===== config.mk =====
export PLATFORM = sky130hd
export DESIGN_NAME = mips32_instr_stream
export DESIGN_NICKNAME = d
export VERILOG_FILES = /design/src/rtl/mips32_instr_stream_pkg.sv /design/src/rtl/mips32_load_use_chk.sv /design/src/rtl/mips32_instr_stream.sv
export SDC_FILE = /design/constraint.sdc
export NUM_CORES = 1
export LEC_CHECK = 0
export BUFFER_PORTS_ARGS = -buffer_cell sky130_fd_sc_hd__buf_2
export CAP_MARGIN = 20
export CELL_PAD_IN_SITES_DETAIL_PLACEMENT = 2
export CELL_PAD_IN_SITES_GLOBAL_PLACEMENT = 2
export CORE_MARGIN = 2
export CORE_UTILIZATION = 39
export CTS_BUF_LIST = sky130_fd_sc_hd__clkbuf_8
export DETAILED_ROUTE_END_ITERATION = 10
export HOLD_SLACK_MARGIN = 0.12
export PLACE_DENSITY_LB_ADDON = 0.05
export SLEW_MARGIN = 20
export SYNTH_ARGS = -nofsm -noshare
export SYNTH_HDL_FRONTEND = slang
export SYNTH_SLANG_ARGS = --single-unit
export TNS_END_PERCENT = 30

===== constraint.sdc =====
create_clock -name clk -period 4.6 [get_ports clk]
set_input_delay 0.69 -clock clk [delete_from_list [all_inputs] [get_ports clk]]
set_output_delay 0.69 -clock clk [all_outputs]
set_load 0.01 [all_outputs]

===== src/rtl/mips32_instr_stream_pkg.sv =====
// Shared types, opcode constants and field helpers for the MIPS32 instruction feeder.
package mips32_instr_stream_pkg;

  typedef logic [31:0] instr_t;

  localparam instr_t NOP = 32'h0000_0000;

  localparam logic [5:0] OP_RTYPE = 6'b000000;
  localparam logic [5:0] OP_LW    = 6'b100011;
  localparam logic [5:0] OP_SW    = 6'b101011;
  localparam logic [5:0] OP_BEQ   = 6'b000100;
  localparam logic [5:0] OP_BNE   = 6'b000101;

  typedef enum logic {
    MODE_STREAM,
    MODE_REPLAY
  } mode_t;

  function automatic logic [5:0] opcode(input instr_t i);
    return i[31:26];
  endfunction

  function automatic logic [4:0] rs(input instr_t i);
    return i[25:21];
  endfunction

  function automatic logic [4:0] rt(input instr_t i);
    return i[20:16];
  endfunction

endpackage


===== src/rtl/mips32_load_use_chk.sv =====
// Combinational load-use hazard compare between the last issued word and the buffer head.
// Only built when MIPS32_HAZARD_BUBBLE_EN is defined.
`ifdef MIPS32_HAZARD_BUBBLE_EN
module mips32_load_use_chk
  import mips32_instr_stream_pkg::*;
(
  input  instr_t prev_instr,
  input  instr_t next_instr,
  output logic   hazard
);

  logic [5:0] next_op;
  logic       reads_rt;
  logic       prev_is_load;

  always_comb begin
    next_op      = opcode(next_instr);
    reads_rt     = (next_op == OP_RTYPE) || (next_op == OP_SW) ||
                   (next_op == OP_BEQ)   || (next_op == OP_BNE);
    prev_is_load = (opcode(prev_instr) == OP_LW) && (rt(prev_instr) != '0);
    hazard       = prev_is_load &&
                   ((rs(next_instr) == rt(prev_instr)) ||
                    (reads_rt && (rt(next_instr) == rt(prev_instr))));
  end

endmodule
`endif


===== src/rtl/mips32_instr_stream.sv =====
// Buffered instruction feeder with NOP bubbling, replay looping and issue statistics.
// Optional load-use bubbling and hazard_stall port under MIPS32_HAZARD_BUBBLE_EN.
module mips32_instr_stream
  import mips32_instr_stream_pkg::*;
#(
  parameter int unsigned IW    = 32,
  parameter int unsigned DEPTH = 16,
  parameter int unsigned CW    = 16
`ifdef MIPS32_HAZARD_BUBBLE_EN
  , parameter int unsigned LOAD_USE_BUBBLES = 1
`endif
) (
  input  logic                     clk,
  input  logic                     rst,
  input  logic                     s_valid,
  input  logic [IW-1:0]            s_instr,
  output logic                     s_ready,
  input  logic                     issue_en,
  input  logic                     replay,
  input  logic                     flush,
  output logic [IW-1:0]            instr_out,
  output logic                     instr_valid,
  output logic [$clog2(DEPTH):0]   level,
  output logic                     full,
  output logic                     empty,
  output logic [CW-1:0]            issued_cnt,
  output logic [CW-1:0]            bubble_cnt
`ifdef MIPS32_HAZARD_BUBBLE_EN
  , output logic                   hazard_stall
`endif
);

  localparam int unsigned AW = $clog2(DEPTH);
  typedef logic [AW:0] ptr_t;

  logic [IW-1:0] mem [DEPTH];
  ptr_t          wr_ptr, rd_ptr, base_ptr;
  ptr_t          wr_nxt, rd_nxt, base_nxt, rd_inc, lvl_nxt;
  mode_t         mode;
  logic          push, avail, pop;
  logic [IW-1:0] head;

  assign s_ready = !full && !replay;
  assign push    = s_valid && s_ready && !flush;
  assign avail   = (rd_ptr != wr_ptr);
  assign head    = mem[rd_ptr[AW-1:0]];
  assign rd_inc  = rd_ptr + 1'b1;

`ifdef MIPS32_HAZARD_BUBBLE_EN
  localparam int unsigned GW = $clog2(LOAD_USE_BUBBLES + 1) + 1;

  logic [IW-1:0] last_real;
  logic [GW-1:0] gap;
  logic          hz_hit, hz_bubble;

  mips32_load_use_chk u_load_use_chk (
    .prev_instr (instr_t'(last_real)),
    .next_instr (instr_t'(head)),
    .hazard     (hz_hit)
  );

  // gap counts bubbles since the last real issue, so idle bubbles also cover the load latency
  assign hz_bubble = avail && hz_hit && (gap < GW'(LOAD_USE_BUBBLES));
  assign pop       = issue_en && avail && !hz_bubble;
`else
  assign pop       = issue_en && avail;
`endif

  always_comb begin
    wr_nxt   = push ? wr_ptr + 1'b1 : wr_ptr;
    rd_nxt   = rd_ptr;
    base_nxt = base_ptr;
    if (pop) begin
      if (replay && (rd_inc == wr_ptr)) rd_nxt = base_ptr;
      else                              rd_nxt = rd_inc;
    end
    // Outside replay base follows the read pointer, which also drops replayed entries on exit.
    unique case (mode)
      MODE_STREAM: base_nxt = replay ? rd_ptr : rd_nxt;
      MODE_REPLAY: base_nxt = replay ? base_ptr : rd_nxt;
      default:     base_nxt = rd_nxt;
    endcase
    if (flush) begin
      wr_nxt   = wr_ptr;
      rd_nxt   = wr_ptr;
      base_nxt = wr_ptr;
    end
    lvl_nxt = wr_nxt - base_nxt;
  end

  always_ff @(posedge clk) begin
    if (push) mem[wr_ptr[AW-1:0]] <= s_instr;
  end

  always_ff @(posedge clk) begin
    if (rst) begin
      wr_ptr   <= '0;
      rd_ptr   <= '0;
      base_ptr <= '0;
      mode     <= MODE_STREAM;
      level    <= '0;
      full     <= 1'b0;
      empty    <= 1'b1;
    end else begin
      wr_ptr   <= wr_nxt;
      rd_ptr   <= rd_nxt;
      base_ptr <= base_nxt;
      mode     <= replay ? MODE_REPLAY : MODE_STREAM;
      level    <= lvl_nxt;
      full     <= (lvl_nxt == ptr_t'(DEPTH));
      empty    <= (lvl_nxt == '0);
    end
  end

  always_ff @(posedge clk) begin
    if (rst) begin
      instr_out   <= IW'(NOP);
      instr_valid <= 1'b0;
      issued_cnt  <= '0;
      bubble_cnt  <= '0;
    end else if (flush) begin
      instr_out   <= IW'(NOP);
      instr_valid <= 1'b0;
    end else if (issue_en) begin
      if (pop) begin
        instr_out   <= head;
        instr_valid <= 1'b1;
        if (issued_cnt != '1) issued_cnt <= issued_cnt + 1'b1;
      end else begin
        instr_out   <= IW'(NOP);
        instr_valid <= 1'b0;
        if (bubble_cnt != '1) bubble_cnt <= bubble_cnt + 1'b1;
      end
    end
  end

`ifdef MIPS32_HAZARD_BUBBLE_EN
  always_ff @(posedge clk) begin
    if (rst) begin
      last_real    <= IW'(NOP);
      gap          <= '0;
      hazard_stall <= 1'b0;
    end else if (flush) begin
      last_real    <= IW'(NOP);
      hazard_stall <= 1'b0;
    end else if (issue_en) begin
      if (pop) begin
        last_real    <= head;
        gap          <= '0;
        hazard_stall <= 1'b0;
      end else begin
        if (gap < GW'(LOAD_USE_BUBBLES)) gap <= gap + 1'b1;
        hazard_stall <= hz_bubble;
      end
    end
  end
`endif

endmodule


==> reports/metrics.sh <==
FMAX_GHz=0.235
NUMBER_OF_GLOBAL_ROUTE_VIAS_BEFORE_REPAIR=13700
VIAS_PER_CELL=5.42
SYNTH_SEQ_CELLS=600
DOMINANTREGCELLSYNTH='sky130_fd_sc_hd__edfxtp_1'
CP_CELL_SEQUENCE='ha_1 > xnor2_1 > nor2_1 > o32ai_1 > nand3_1 > a31oi_1 > a21oi_1 > ha_1 > nor2b_1 > o21ai_0 > a21boi_0 > o2111ai_1 > nor2_1 > and4_1 > or4_1'
GRT_PASS1_WL_UM=93400
STDCELL_COUNT=2286
CELLPOWERDENSITY_nW_PER_UM2=409
CTS.CLK_SLEW.WORST_PATHS_PS=70
SLEW_AT_THE_PIN_CLOSEST_TO_ITS_MAX_SLEW_LIMIT_PS=926
SYNTH_MOST_COMMON_CELL='sky130_fd_sc_hd__edfxtp_1'
CP-START-KIND='register'
CTS_SETUP_BUFFERS=0
SETUP_TNS_PS=0
SYNTHXORXNORAREAFRAC_PCT=1.49
TIMING.CLOCK.SKEW_PS=36.3
FLOORPLAN.DIE_AREA_UM2=62100
SYNTH-EDFF-COUNT=512
SYNTHESIS.AREA_PER_INSTANCE_UM2=19.1
LEAKAGEPOWER_nW=8.94
CLOCK_PATH_BUFFERS=3
FP-ROW-COUNT=89
WL_MET2_UM=31200
SETUP.WORST_PATH.CLASS='register to register'
SYNTH.LARGEST_AREA_CELL='sky130_fd_sc_hd__edfxtp_1'
POST-ROUTE-PERIOD-UTIL_PCT=92.4
SYNTH_CELLS=1230
TRITONCTS='done'
CRITPATHREQUIREDTIME_PS=5140
STATUS='complete, no violations'
HOLD_PATH.CLASS='input pin to register'
NUM_IO_PINS=111
PERIOD_MINUS_SLACK_PS=4250
DP.FINAL_HPWL_UM=35500
SYNTH_ASYNC_SR_FLOP_SHARE_PCT=0
CTSRESIZECOUNT=0
SYN-CELL-AREA_UM2=23400
INSERTION_DELAY_TO_THE_LATER_SINK_OF_THE_WORST_SKEW_PAIR_PS=700
ITER_0_DRT_VIOLATIONS=845
WIRELENGTH_UM=63300
FINAL_NET_COUNT=1473
MAX_SLEW_VIOLATION_COUNT=0
FILLERS=5559
DIE_H_UM=249
INITIAL_UTILIZATION_PCT=39.6
SYNTH_COMPOUND_GATE_AREA_SHARE_PCT=2.35
SYNTH.DISTINCT_CELLS=52
DRT_FIRST_PASS_ITERS=5
FINALHOLDVIOLCOUNT=0
FLOORPLAN.CORE_AREA_UM2=59200
TRITONCTS.NUM_BUFFERS=103
GP_CONGESTION=0.788
CRITPATHMAXFANOUT=7
DIE-WIDTH_UM=249
CTS.ROOT.BUFFER_CELL='sky130_fd_sc_hd__clkbuf_8'
CRITPATHCAPTURETYPE='register'
TIMING.FINAL.SETUP_VIOLATIONS=0
CELL_COUNT_POST_PLACEMENT=2091
MAXCAPVIOLATIONS=0
REMAINING_DRC_ERRORS=0
TRACK_USAGE_PCT=20.6
IO_BUFFERS=110
VDD.IR_DROP.WORST_mV=0.334
GRT-OVFL-TOTAL=0
VIA_COUNT=12400
POSTCTSHOLDBUFS=0
ANTENNA_FOUND_INITIAL=4
CP.BUFFERS_INVERTERS=0
CELL_TYPES_WITH_THE_LARGEST_AREA_SHARE_AFTER_SYNTHESIS='sky130_fd_sc_hd__edfxtp_1 66%, sky130_fd_sc_hd__mux4_2 15%, sky130_fd_sc_hd__dfxtp_1 7.5%'
CTSHTREEMAXLEVEL=3
SLOWEST_CELL_ON_THE_CRITICAL_PATH='sky130_fd_sc_hd__o32ai_1'
SYNTH_FA_HA_AREA_SHARE_PCT=0.673
DRIVE_ABOVE_1_SHARE_PCT=31.1
WL_PER_CELL_UM=27.7
NUMCLOCKSINKS=600
ROUTED_LENGTH_ON_MET3_UM=2590
SEQ_AREA_FRAC_SYNTH_PCT=73.1
CRITPATHMAXSTAGEDELAY_PS=590
CRITICAL_PATH_ARRIVAL_PS=4790
MET1WIRELENGTH_UM=28000
CELL_TYPES_WITH_THE_HIGHEST_COUNTS_AFTER_SYNTHESIS='512 x sky130_fd_sc_hd__edfxtp_1, 160 x sky130_fd_sc_hd__mux4_2, 91 x sky130_fd_sc_hd__nor2_1, 88 x sky130_fd_sc_hd__dfxtp_1, 55 x sky130_fd_sc_hd__a21oi_1'
TOP_AREA_CELL_TYPE_SHARE_OF_THE_NETLIST_AREA_PCT=65.6
MAPPEDNETLISTNETS=1280
DOMINANT_COMBINATIONAL_CELL_FAMILY_BY_AREA_AFTER_SYNTHESIS='multiplexers'
SYNTH_MUX_AREA_SHARE_PCT=15.8
PATH_DELAY_FAMILY='compound AO/OA/AOI/OAI gates'
DR.MAX_LAYER_USED='met5'
FRACTION_OF_THE_MAPPED_NETLIST_AREA_IN_SIMPLE_LOGIC_GATES_PCT=5.23
POSTROUTEANTENNANETS=0
YS_WARNINGS=0
AREA_GROWTH_SYN_TO_LAYOUT_PCT=15.4
GRT_SETUP_UNREPAIRED='false'
MAXIMUM_NUMBER_OF_PINS_ON_ONE_NET_BEFORE_GLOBAL_ROUTE_REPAIR=60
MAXSLEWHEADROOM_PCT=38.3
## final timing paths
path	start	to	slack (ps)	cells past startpoint
max	rd_ptr[1]	empty	350	15
min	s_instr[22]	mem[2][22]	370	1
max reg2reg	rd_ptr[1]	empty	350	15
min reg2reg	bubble_cnt[5]	bubble_cnt[5]	510	2
## where the power goes
group          switching (mW)  total [mW]  internal (mW)
clock                    2.22        4.44           2.21
sequential             0.0252        5.96           5.94
combinational           0.383       0.668          0.285
total                    2.63        11.1           8.43
## flip-flops by register name, summed over array words and instances (netlist names)
| signal | count |
|---|---|
| mode | 1 |
| instr_valid | 1 |
| level | 5 |
| instr_out | 32 |
| empty | 1 |
| full | 1 |
| wr_ptr | 5 |
| base_ptr | 5 |
| rd_ptr | 5 |
| mem | 512 |
| bubble_cnt | 16 |
| issued_cnt | 16 |
## metal layers
layer | track usage, % | vias to the layer above
met5 | 0 | -
met4 | 5.87 | 2
met3 | 3.85 | 111
met2 | 34.3 | 300
met1 | 27.9 | 6654
li1 | - | 5333
## worst reg2reg max path, delay by kind of cell (launching register included)
family                   cells  cell delay, ps
AO/OA/AOI/OAI                6            1820
XOR/XNOR                     1             160
adder cells (fa/ha/maj)      2             660
flip-flops                   1             370
AND/OR/NAND/NOR              6            1100
## cell families (layout without fill, tap and decap cells)
group                      count (synthesis)  count (layout)
buffers and inverters                     79             359
xor gates and xnor gates                  36              36
muxes                                    169             169
DFF                                      600             600
AOI/OAI and AO/OA                         97              97
other                                      0               3
adders and majority gates                 12              12
and+or+nand+nor                          237             237
## layout make-up
class	count	area, um2	share of cell area (%)
Sequential cell	600	17100	63.4
Multi-Input combinational cell	551	6080	22.5
Clock buffer	106	1460	5.39
Tap cell	773	967	3.58
Timing Repair Buffer	152	916	3.39
Clock inverter	86	414	1.53
Inverter	15	56.3	0.208
Antenna cell	3	7.51	0.0277
## through the flow
| step | power [mW] | setup slack [ps] | hold WS, ps | area [um2] | util, % |
|---|---|---|---|---|---|
| 2_1_floorplan | 6.50 | 395 | 495 | 23400 | - |
| 3_3_place_gp | 6.74 | 467 | 479 | 25200 | 42.5 |
| 3_5_place_dp | 6.76 | 414 | 504 | 25200 | 42.5 |
| 4_1_cts | 11.2 | 354 | 300 | 27000 | 45.7 |
| 5_1_grt | 11.5 | 29.3 | 319 | 27000 | 45.7 |
| 6_report | 11.1 | 348 | 368 | 27100 | 45.7 |
## placed cells by master, fill, tap and decap left out, drive strengths merged, types with 3 or more instances in the layout
cell and count:
edfxtp 512, mux4 160, buf 152, clkbuf 106, nor2 91, dfxtp 88, inv 64, a21oi 55
nor2b 39, clkinv 36, nand2 27, xnor2 21, nand3 20, o21ai 18, xor2 15, or3 11
ha 11, nor3 11, nand4 8, mux2i 7, and3 7, and4 6, nand2b 4, diode 3
and2 3, a31oi 3, or2 3, o21a 3
Note: power is estimated with default switching activity, not from simulation.
